### config.mk
export PLATFORM = sky130hd
export DESIGN_NAME = seq_detector_param
export DESIGN_NICKNAME = d
export VERILOG_FILES = /design/src/rtl/seq_detector_param.sv
export SDC_FILE = /design/constraint.sdc
export NUM_CORES = 1
export LEC_CHECK = 0
export ABC_AREA = 1
export CAP_MARGIN = 5
export CORE_ASPECT_RATIO = 2
export CORE_UTILIZATION = 65
export DETAILED_ROUTE_END_ITERATION = 10
export DONT_BUFFER_PORTS = 1
export PLACE_DENSITY = 0.82
export SYNTH_ARGS = -nofsm -noshare
export SYNTH_HDL_FRONTEND = slang
export SYNTH_SLANG_ARGS = --single-unit
### constraint.sdc
create_clock -name clk -period 6.5 [get_ports clk]
set_clock_uncertainty 0.05 [all_clocks]
set_input_delay 0.325 -clock clk [delete_from_list [all_inputs] [get_ports clk]]
set_output_delay 0.325 -clock clk [all_outputs]
set_load 0.01 [all_outputs]
### src/rtl/seq_detector_param.sv
// Runtime-programmable serial bit-pattern detector with overlap/non-overlap modes,
// a registered one-cycle match pulse and a saturating match counter.
module seq_detector_param #(
  parameter int                 MAX_LEN     = 8,
  parameter int                 CNT_W       = 8,
  parameter logic [MAX_LEN-1:0] DEF_PATTERN = MAX_LEN'('b1011),
  parameter int                 DEF_LEN     = 4,
  parameter bit                 DEF_OVERLAP = 1'b1,
  localparam int                LEN_W       = $clog2(MAX_LEN + 1)
) (
  input  logic               clk,
  input  logic               reset,
  input  logic               din_valid,
  input  logic               din,
  input  logic               cfg_load,
  input  logic [MAX_LEN-1:0] cfg_pattern,
  input  logic [LEN_W-1:0]   cfg_len,
  input  logic               cfg_overlap,
  input  logic               cnt_clr,
  output logic               dout,
  output logic [CNT_W-1:0]   match_count,
  output logic               armed
);

  typedef enum logic {
    IDLE  = 1'b0,
    ARMED = 1'b1
  } state_t;

  state_t state_q, state_d;

  logic [MAX_LEN-1:0] pattern_r;
  logic [LEN_W-1:0]   len_r;
  logic               overlap_r;
  logic [MAX_LEN-1:0] hist_r;
  logic [LEN_W-1:0]   fill_r;
  logic [CNT_W-1:0]   count_r;
  logic               dout_p1;

  logic               vld_p0;
  logic               match_p0;
  logic [MAX_LEN-1:0] hist_p0;
  logic [LEN_W-1:0]   fill_p0;

  function automatic logic [CNT_W-1:0] sat_inc(input logic [CNT_W-1:0] c);
    return (&c) ? c : c + 1'b1;
  endfunction

  function automatic logic [LEN_W-1:0] clamp_len(input logic [LEN_W-1:0] l);
    return (l > LEN_W'(MAX_LEN)) ? LEN_W'(MAX_LEN) : l;
  endfunction

  // Ones in the low l bits: selects the part of the history that is compared.
  function automatic logic [MAX_LEN-1:0] len_mask(input logic [LEN_W-1:0] l);
    logic [MAX_LEN-1:0] m;
    m = '0;
    for (int i = 0; i < MAX_LEN; i++) begin
      m[i] = (i < int'(l));
    end
    return m;
  endfunction

  // Stage p0: shift in the candidate bit and compare against the pattern
  always_comb begin
    vld_p0   = (state_q == ARMED) && din_valid && !cfg_load;
    hist_p0  = {hist_r[MAX_LEN-2:0], din};
    fill_p0  = (fill_r == LEN_W'(MAX_LEN)) ? fill_r : fill_r + 1'b1;
    match_p0 = vld_p0 && (fill_p0 >= len_r) &&
               (((hist_p0 ^ pattern_r) & len_mask(len_r)) == '0);
  end

  always_comb begin
    state_d = state_q;
    if (cfg_load) begin
      state_d = (cfg_len == '0) ? IDLE : ARMED;
    end
  end

  always_ff @(posedge clk) begin
    if (reset) begin
      state_q <= (DEF_LEN != 0) ? ARMED : IDLE;
    end else begin
      state_q <= state_d;
    end
  end

  // Stage p1: registered history, match pulse and counter
  always_ff @(posedge clk) begin
    if (reset) begin
      pattern_r <= DEF_PATTERN;
      len_r     <= LEN_W'(DEF_LEN);
      overlap_r <= DEF_OVERLAP;
      hist_r    <= '0;
      fill_r    <= '0;
      dout_p1   <= 1'b0;
    end else if (cfg_load) begin
      pattern_r <= cfg_pattern;
      len_r     <= clamp_len(cfg_len);
      overlap_r <= cfg_overlap;
      hist_r    <= '0;
      fill_r    <= '0;
      dout_p1   <= 1'b0;
    end else if (vld_p0) begin
      hist_r  <= hist_p0;
      // Non-overlapping mode restarts from an empty history after each hit.
      fill_r  <= (match_p0 && !overlap_r) ? '0 : fill_p0;
      dout_p1 <= match_p0;
    end else begin
      dout_p1 <= 1'b0;
    end
  end

  always_ff @(posedge clk) begin
    if (reset) begin
      count_r <= '0;
    end else if (cnt_clr) begin
      count_r <= match_p0 ? CNT_W'(1) : '0;
    end else if (match_p0) begin
      count_r <= sat_inc(count_r);
    end
  end

  assign dout        = dout_p1;
  assign match_count = count_r;
  assign armed       = (state_q == ARMED);

endmodule
; ---- Yosys cells after proc, flatten, opt, wreduce, memory -nomap -nowiden
; Cells that the tools add are included.
[word_totals]
reg_bits = 34
inputBits = 19
out_inout_bits = 10
wordCells = 47
[classes]
addsub = 2
n_lt_le_gt_ge = 10
n_eq_ne = 2
mux = 8
bitwise_logic = 3
n_reduce_logical = 14
[op_table]
columns = operator, count
row1 = 2-to-1 mux 8 bit, 3
row2 = "< comparator 3 x 4 -> 1 bit, first input constant", 4
row3 = 2-to-1 mux 4 bit, 3
row4 = "adder 8 x 1 -> 8 bit, second input constant", 1
row5 = AND 8 bit, 1
row6 = logical NOT 8 bit, 1
row7 = "< comparator 1 x 4 -> 1 bit, first input constant", 2
row8 = "< comparator 2 x 4 -> 1 bit, first input constant", 2
row9 = AND reduction 8 bit, 1
row10 = XOR 8 bit, 1
row11 = logical AND 1 bit, 5
row12 = "adder 4 x 1 -> 4 bit, second input constant", 1
row13 = "== test 4 bit, second input constant", 1
row14 = greater-or-equal comparator 4 bit, 1
row15 = "> comparator 4 bit, second input constant", 1
row16 = logical NOT 4 bit, 1
row17 = OR reduction 3 bit, 1
row18 = logical NOT 1 bit, 2
row19 = 2-to-1 mux 1 bit, 2
row20 = "inequality test 2 bit, second input constant", 1
row21 = AND reduction 2 bit, 1
row22 = nonzero test 2 bit, 1
row23 = OR reduction 2 bit, 1
row24 = NOT 1 bit, 1

; ---- Depth between registers and ports, before layout
; Gate-level depths: netlist (run 1).
[depth]
depth_word = 7
depth_mapped = 17
depth_no_buf = 17

; ---- Worst setup path after synthesis (run 1)
; No wires, ideal clock.
[synth_timing]
path_type = reg2reg
from = register fill_r[0]
to = register fill_r[1]
arrival_time_ps = 1900
required_ps = 6322
path_slack_ps = 4421
stages_incl_launch_ff = 18
path_buffers = 0
cell_sequence = dfxtp_1 -> inv_1 -> ha_1 -> nand2_1 -> nor2_1 -> xor2_1 -> ha_1 -> inv_1 -> nand2_1 -> nand2_1 -> nand2_1 -> nand2_1 -> nand2_1 -> nand3_1 -> nor2_8 -> nand2_2 -> nand2_1 -> a21oi_1
[synth_between]
elab_chain_len = 7
word_cells_on_any_way = 8
[synth_rtl]
columns = element, line
row1 = start: declaration, 36  ; logic [LEN_W-1:0] fill_r;
row2 = start signal: assignment, 106  ; fill_r <= (match_p0 && !overlap_r) ? '0 : fill_p0;
row3 = adder 4 x 1 -> 4 bit / == test 4 bit (equally long branches), 67  ; fill_p0 = (fill_r == LEN_W'(MAX_LEN)) ? fill_r : fill_r + 1'b1;
row4 = 2-to-1 mux 4 bit (*), 67
row5 = greater-or-equal comparator 4 bit, 68  ; match_p0 = vld_p0 && (fill_p0 >= len_r) &&
row6 = logical AND 1 bit (2 in series), 68
row7 = logical AND 1 bit, 106
row8 = 2-to-1 mux 4 bit (*), 106
; Mark *: on every way between the ends. The rest lies on a longest branch, timed or not.
; A chain may end at the register's enable or synchronous reset.

; ---- Worst setup path in the final report (run 1)
[layout_timing]
from = register fill_r[0]
to = register fill_r[2]
; The elaborated chain is that of the path after synthesis.

==> results of run 1 <==
## through the flow
stage / std cells / total power [W] / area [sq um] / utilization, %
6_report: 293 / 0.000427 / 1910 / 73.2
4_1_cts: 293 / 0.000431 / 1910 / 73.2
3_3_place_gp: 285 / 0.000272 / 1810 / 69.7
5_1_grt: 293 / 0.000445 / 1910 / 73.2
2_1_floorplan: 263 / 0.000265 / 1800 / -
3_5_place_dp: 285 / 0.000273 / 1810 / 69.7
## cell families after synthesis
family                     after synthesis
buffers and inverters                   47
adders and majority gates                7
and+or+nand+nor                        115
AOI/OAI and AO/OA                       54
DFF                                     34
xor gates and xnor gates                 6
## worst max-delay path, stage by stage, from the launching register on
cell and delay [ps]:
dfxtp_1 410, inv_1 60, ha_1 190, nand2_1 60
nor2_1 50, xor2_1 160, ha_1 280, inv_1 30
nand2_1 50, nand2_1 50, nand2_1 50, nand2_1 70
nand2_1 60, nand3_1 160, nor2_8 200, nand2_2 90
nand2_1 80, a21oi_1 70
## area by class of cell
class                           instances  area [sq um]
Clock inverter                          1          5.00
Multi-Input combinational cell        182           945
Fill cell                             245           697
Clock buffer                            7          86.3
Inverter                               41           154
Sequential cell                        34           681
Tap cell                               28          35.0
## path summary, 6_finish.rpt
kind                                   start             end  cells past startpoint
worst max-delay path               fill_r[0]       fill_r[2]                     17
worst max register to register     fill_r[0]       fill_r[2]                     17
worst min-delay path                   reset  match_count[0]                      1
worst min register to register  pattern_r[5]    pattern_r[5]                      2
## cell usage after synthesis, types with 2 or more instances
library cell	n	area share, %
dfxtp_1	34	38
nand2_1	64	13
o22ai_1	2	0.69
nor2_1	17	3.5
inv_1	40	8.3
nand3_1	18	5.0
xnor2_1	3	1.5
clkbuf_1	5	1.0
nor2_2	3	1.0
ha_1	7	4.9
o211ai_1	3	1.2
nand2_2	5	1.7
a21oi_1	27	7.5
o21ai_0	21	5.8
xor2_1	3	1.5
## per-layer routing
metal | GRT usage, % | up-vias | share of wire [%]
li1 | - | 844 | -
met1 | 24.4 | 724 | 37
met2 | 52.5 | 32 | 58
met3 | 4.37 | 9 | 2.7
met4 | 12.8 | 0 | 2.0
met5 | 0 | - | 0
## state kept, by name, indices dropped and copies added (netlist names)
name and cells:
hist_r 7, overlap_r 1, len_r 4, match_count 8
fill_r 4, pattern_r 8, dout 1, armed 1
## power breakdown
part           switching (W)  leakage [nW]  internal, W
registers         0.00000648         0.278     0.000216
clock network      0.0000731        0.0482    0.0000854
logic              0.0000296         0.549    0.0000159
==> run metrics, run 1 <==
status finished clean; Post-synth ARST share 0%; Compound-Gate Fraction of Synth Area approximately 16%; n_diodes 0; Leakage between 0.8 and 0.9 nW; Synth Flop Type dfxtp_1; initial antenna violation count 0; Post-DRT Antenna Nets 0; share of cells above drive strength 1 about 7.5%; TritonCTS sink count 34; worst reg-to-reg setup slack about 4200 ps; die footprint around 3000 sq um; Hold Fails Final Rpt 0; syn avg cell area slightly below 7 sq um; cells after synthesis 263; slew margin rel. 47.3%; Critical Path RT 6590 ps; H-tree Lvls 2; commonest non-fill, non-tap cells in the layout nand2_1 (64), inv_1 (40), dfxtp_1 (34), a21oi_1 (27), o21ai_0 (21); Max-Cap Viols 0; Routability Congestion approximately 0.83; count of pins over their slew limit 0; worst hold path class in2reg; DR WL/cell roughly 13 microns; Die W between 30 and 40 microns; DR iter-0 viols 29; synthesized area ~1800 sq um; Seq/Total Area, Yosys between 30 and 40%; post-CTS sizing 0; Mapped Nets between 200 and 300; Synth Area in XOR/XNOR between 2 and 3%; CP endpoint kind flip-flop; Post-Route WL 3690 microns; post-synthesis adder-cell area fraction between 4 and 5%; post-synthesis mux area share 0%; CTS buffer count 5; hold-fix buffers at CTS 0; flops & latches, synth 34; Power Density approximately 220 nW/um^2; CORE AREA 2600 sq um; DPL Wire Length 2900 microns; CP arrival ~2400 ps; CTS Root Cell clkbuf_8; TritonRoute pass-1 iters 4; row count 26; CTS tree yes; commonest non-fill, non-tap cell in the layout nand2_1; Vias 1609; Starting Density around 69%; Layout Nets 290; yosys warns 0; Worst Setup Start Kind flip-flop; fin worst setup slack around 4200 ps; Max VDD drop between 0.15 and 0.2 mV; CTS max path bufs 2; post-CTS setup repair buffer count 0; insertion delay to the later sink of the worst-skew pair roughly 290 ps; RSZ-0062 raised after global routing false; Yosys cell types 26; crit share post-route between 30% and 40%; critical path type reg2reg; GRT Resource Usage Total between 20 and 30%; Final setup viols 0; die height 76.5 microns; Slew @ Worst Pin 789 ps; pre-CTS setup slack roughly 4200 ps; first-pass GRT wire length ~5900 microns; Max FO, Critical Path 7; main combinational cell family by area after synthesis simple AND/OR/NAND/NOR gates; pin count of the biggest net entering global routing 24; Layout area overhead 5.76%; grt ovf 0; Fmax achieved about 430 MHz; Post-Synth Simple-Gate Area 28.9%; clk slew on worst S/H paths ~70 ps; setup TNS 0 ps; Vias/cell ~5.5; Final Hold Slack 53.5 ps; Post-synth EDFFs 0; detailed-route DRC error count 0; vias in the first global route 1517; boundary pin count 29; fin crit period 2330 ps; PortBufs 0
(Power assumes the default switching activity.)
==> inputs of run 2 (changes only) <==
--- a/config.mk
+++ b/config.mk
@@ -8,10 +8,10 @@
 export ABC_AREA = 1
 export CAP_MARGIN = 5
 export CORE_ASPECT_RATIO = 2
-export CORE_UTILIZATION = 65
+export CORE_UTILIZATION = 56
 export DETAILED_ROUTE_END_ITERATION = 10
 export DONT_BUFFER_PORTS = 1
-export PLACE_DENSITY = 0.82
+export PLACE_DENSITY = 0.75
 export SYNTH_ARGS = -nofsm -noshare
 export SYNTH_HDL_FRONTEND = slang
 export SYNTH_SLANG_ARGS = --single-unit
==> constraint.sdc (replaced) <==
create_clock -name clk -period 1.95 [get_ports clk]
set_clock_uncertainty 0.05 [all_clocks]
set_input_delay 0.0975 -clock clk [delete_from_list [all_inputs] [get_ports clk]]
set_output_delay 0.0975 -clock clk [all_outputs]
set_load 0.01 [all_outputs]
==> run 2 against run 1 <==
Effect of this change: the run now ends with negative setup slack left; sequential share of layout area is 7.1 points lower; critical path depth did not move; global-route usage increased by 3.5 points; final area up 25%; final cell count up 13%; total power grew to 3.6 times the previous value; clock power grew to 3.5 times the previous value; register-to-register slack got worse by 4400 ps; combinational power increased to 5.6 times the previous value; die area grew 15%; critical path type unchanged; critical endpoint unchanged.
==> run metrics, run 2 (synthesis gave the netlist of run 1 again) <==
status finished with violations; violated checks negative setup slack; vias in the first global route roughly 1800; critical path type reg2reg; Fmax achieved 452 MHz; Max VDD drop between 0.5 and 0.6 mV; CP Depth 17; Layout area overhead 32.5%; worst reg-to-reg setup slack -260 ps; n_diodes 0; DR iter-0 viols 67; detailed-route DRC error count 0; clk slew on worst S/H paths approximately 80 ps; Max-Cap Viols 0; commonest non-fill, non-tap cells in the layout nand2_1 (57), inv_1 (38), dfxtp_1 (31), a21oi_1 (22); RR Startpoint fill_r[0]; Hold Fails Final Rpt 0; GRT Resource Usage Total 31.0%; PortBufs 0; Post-Route WL 5790 microns; initial antenna violation count 0; Critical Path End fill_r[2]; Post-DRT Antenna Nets 0; Reg-to-Reg End fill_r[2]; Power Density roughly 650 nW/um^2; CTS max path bufs 2; Die W ~42 microns; DPL Wire Length between 3000 and 4000 microns; row count 28; grt ovf 0; CP delay by family, top simple AND/OR/NAND/NOR gates; CTS tree yes; net load switching power about 0.00044 W; Starting Density around 60%; first-pass GRT wire length between 7000 and 8000 microns; Switching Fraction 28.6%; Vias/cell roughly 5.8; DR WL/cell 17.5 microns; crit share post-route 113%; share of cells above drive strength 1 21.0%; GR Util met3 5.87%; Vias 1923; setup TNS -2780 ps; Max FO, Critical Path 7; path depth of the worst reg2reg path 17; fin crit period roughly 2200 ps; Pwr Total between 0.0015 and 0.002 W; worst hold path class in2reg; boundary pin count 29; Largest stage delay, worst path 350 ps; Leakage around 1.1 nW; busiest grt layer met2; Routability Congestion 0.829; CP arrival between 2000 and 2500 ps; slew margin rel. ~65%; Slew @ Worst Pin between 500 and 600 ps; Final setup viols 13; TritonRoute pass-1 iters 4; fin worst setup slack -262 ps; die height ~82 microns; insertion delay to the later sink of the worst-skew pair ~300 ps; RSZ-0062 raised after global routing true; TritonCTS sink count 34; cells along the critical path inv_2 > ha_4 > nand2_4 > nor2_4 > xor2_2 > ha_1 > inv_1 > nand2_1 > nand2_1 > nand2_1 > nand2_2 > nand2_2 > nand3_4 > nor2_8 > nand2_4 > nand2_2 > a21oi_2; H-tree Lvls 2; die footprint between 3000 and 4000 sq um; commonest non-fill, non-tap cell in the layout nand2_1; Slowest cell on crit path dfxtp_2; Buf+Inv Stages, Crit Path 2; power share of the combinational group roughly 17%; CTS buffer count 5; clock power share 35.4%; sequential share of power 48.0%; GR Layer Usage met1 28.0%; Pint 0.00111 W; Filler cells about 200; CP endpoint kind flip-flop; count of pins over their slew limit 0; CTS Root Cell clkbuf_8; Worst Setup Start Kind flip-flop; critical path startpoint fill_r[0]; pin count of the biggest net entering global routing 23; Critical Path RT between 2000 and 2500 ps; grt met2 use about 61%; CORE AREA between 3000 and 4000 sq um; Layout Nets 325
## run 2: worst min path at each step
stage	depth (start not counted)	startpoint	end
after floorplan	2	cfg_pattern[3]	pattern_r[3]
after global placement	1	reset	match_count[0]
after detailed placement	1	reset	match_count[0]
after CTS	2	cfg_load	pattern_r[6]
after global routing	2	cfg_load	pattern_r[5]
final	2	cfg_load	pattern_r[6]
## run 2: what timing repair did
action	CTS	global route
hold endpoints to repair	19	0
gates resized for setup	11	20
endpoints found under the setup margin	13	13
hold buffers	21	0
pin swaps	13	7
setup buffers	2	1
## run 2: routing by layer
metal	up-vias	part of all wire, %
li1	908	-
met1	906	33
met2	77	56
met3	32	4.5
met4	0	6.7
met5	-	0
## run 2: per-stage QoR
step / setup WS [ps] / hold slack (ps) / cell area [sq um] / cells / utilization, %
detailed placement: -136 / 120 / 1920 / 298 / 63.9
finish: -262 / 91.9 / 2390 / 330 / 79.2
floorplan: -3.51 / 170 / 1830 / 263 / -
CTS: -102 / 81.8 / 2290 / 329 / 76.1
global route: -360 / 134 / 2390 / 330 / 79.2
global placement: -93.8 / 120 / 1920 / 298 / 63.9
## run 2: worst register-to-register path: stages (launching register included)
cell and delay, ps:
dfxtp_2 350, inv_2 50, ha_4 160, nand2_4 60, nor2_4 40, xor2_2 150, ha_1 290, inv_1 60
nand2_1 70, nand2_1 60, nand2_1 80, nand2_2 80, nand2_2 90, nand3_4 100, nor2_8 170, nand2_4 90
nand2_2 70, a21oi_2 50
## run 2: layout make-up
class	count	area, sq um	share of cell area, %
Sequential cell	34	684	28.7
Tap cell	30	37.5	1.57
Clock inverter	2	12.5	0.524
Multi-Input combinational cell	182	1100	46.0
Clock buffer	6	82.6	3.46
Inverter	41	154	6.45
Timing Repair Buffer	35	319	13.4
## run 2: power by group through the flow
stage | clock, W | sequential (W) | combinational, W
finish | 0.000550 | 0.000745 | 0.000257
global route | 0.000577 | 0.000748 | 0.000279
CTS | 0.000553 | 0.000745 | 0.000216
detailed placement | 0 | 0.000759 | 0.000169
global placement | 0 | 0.000759 | 0.000165
floorplan | 0 | 0.000754 | 0.000135
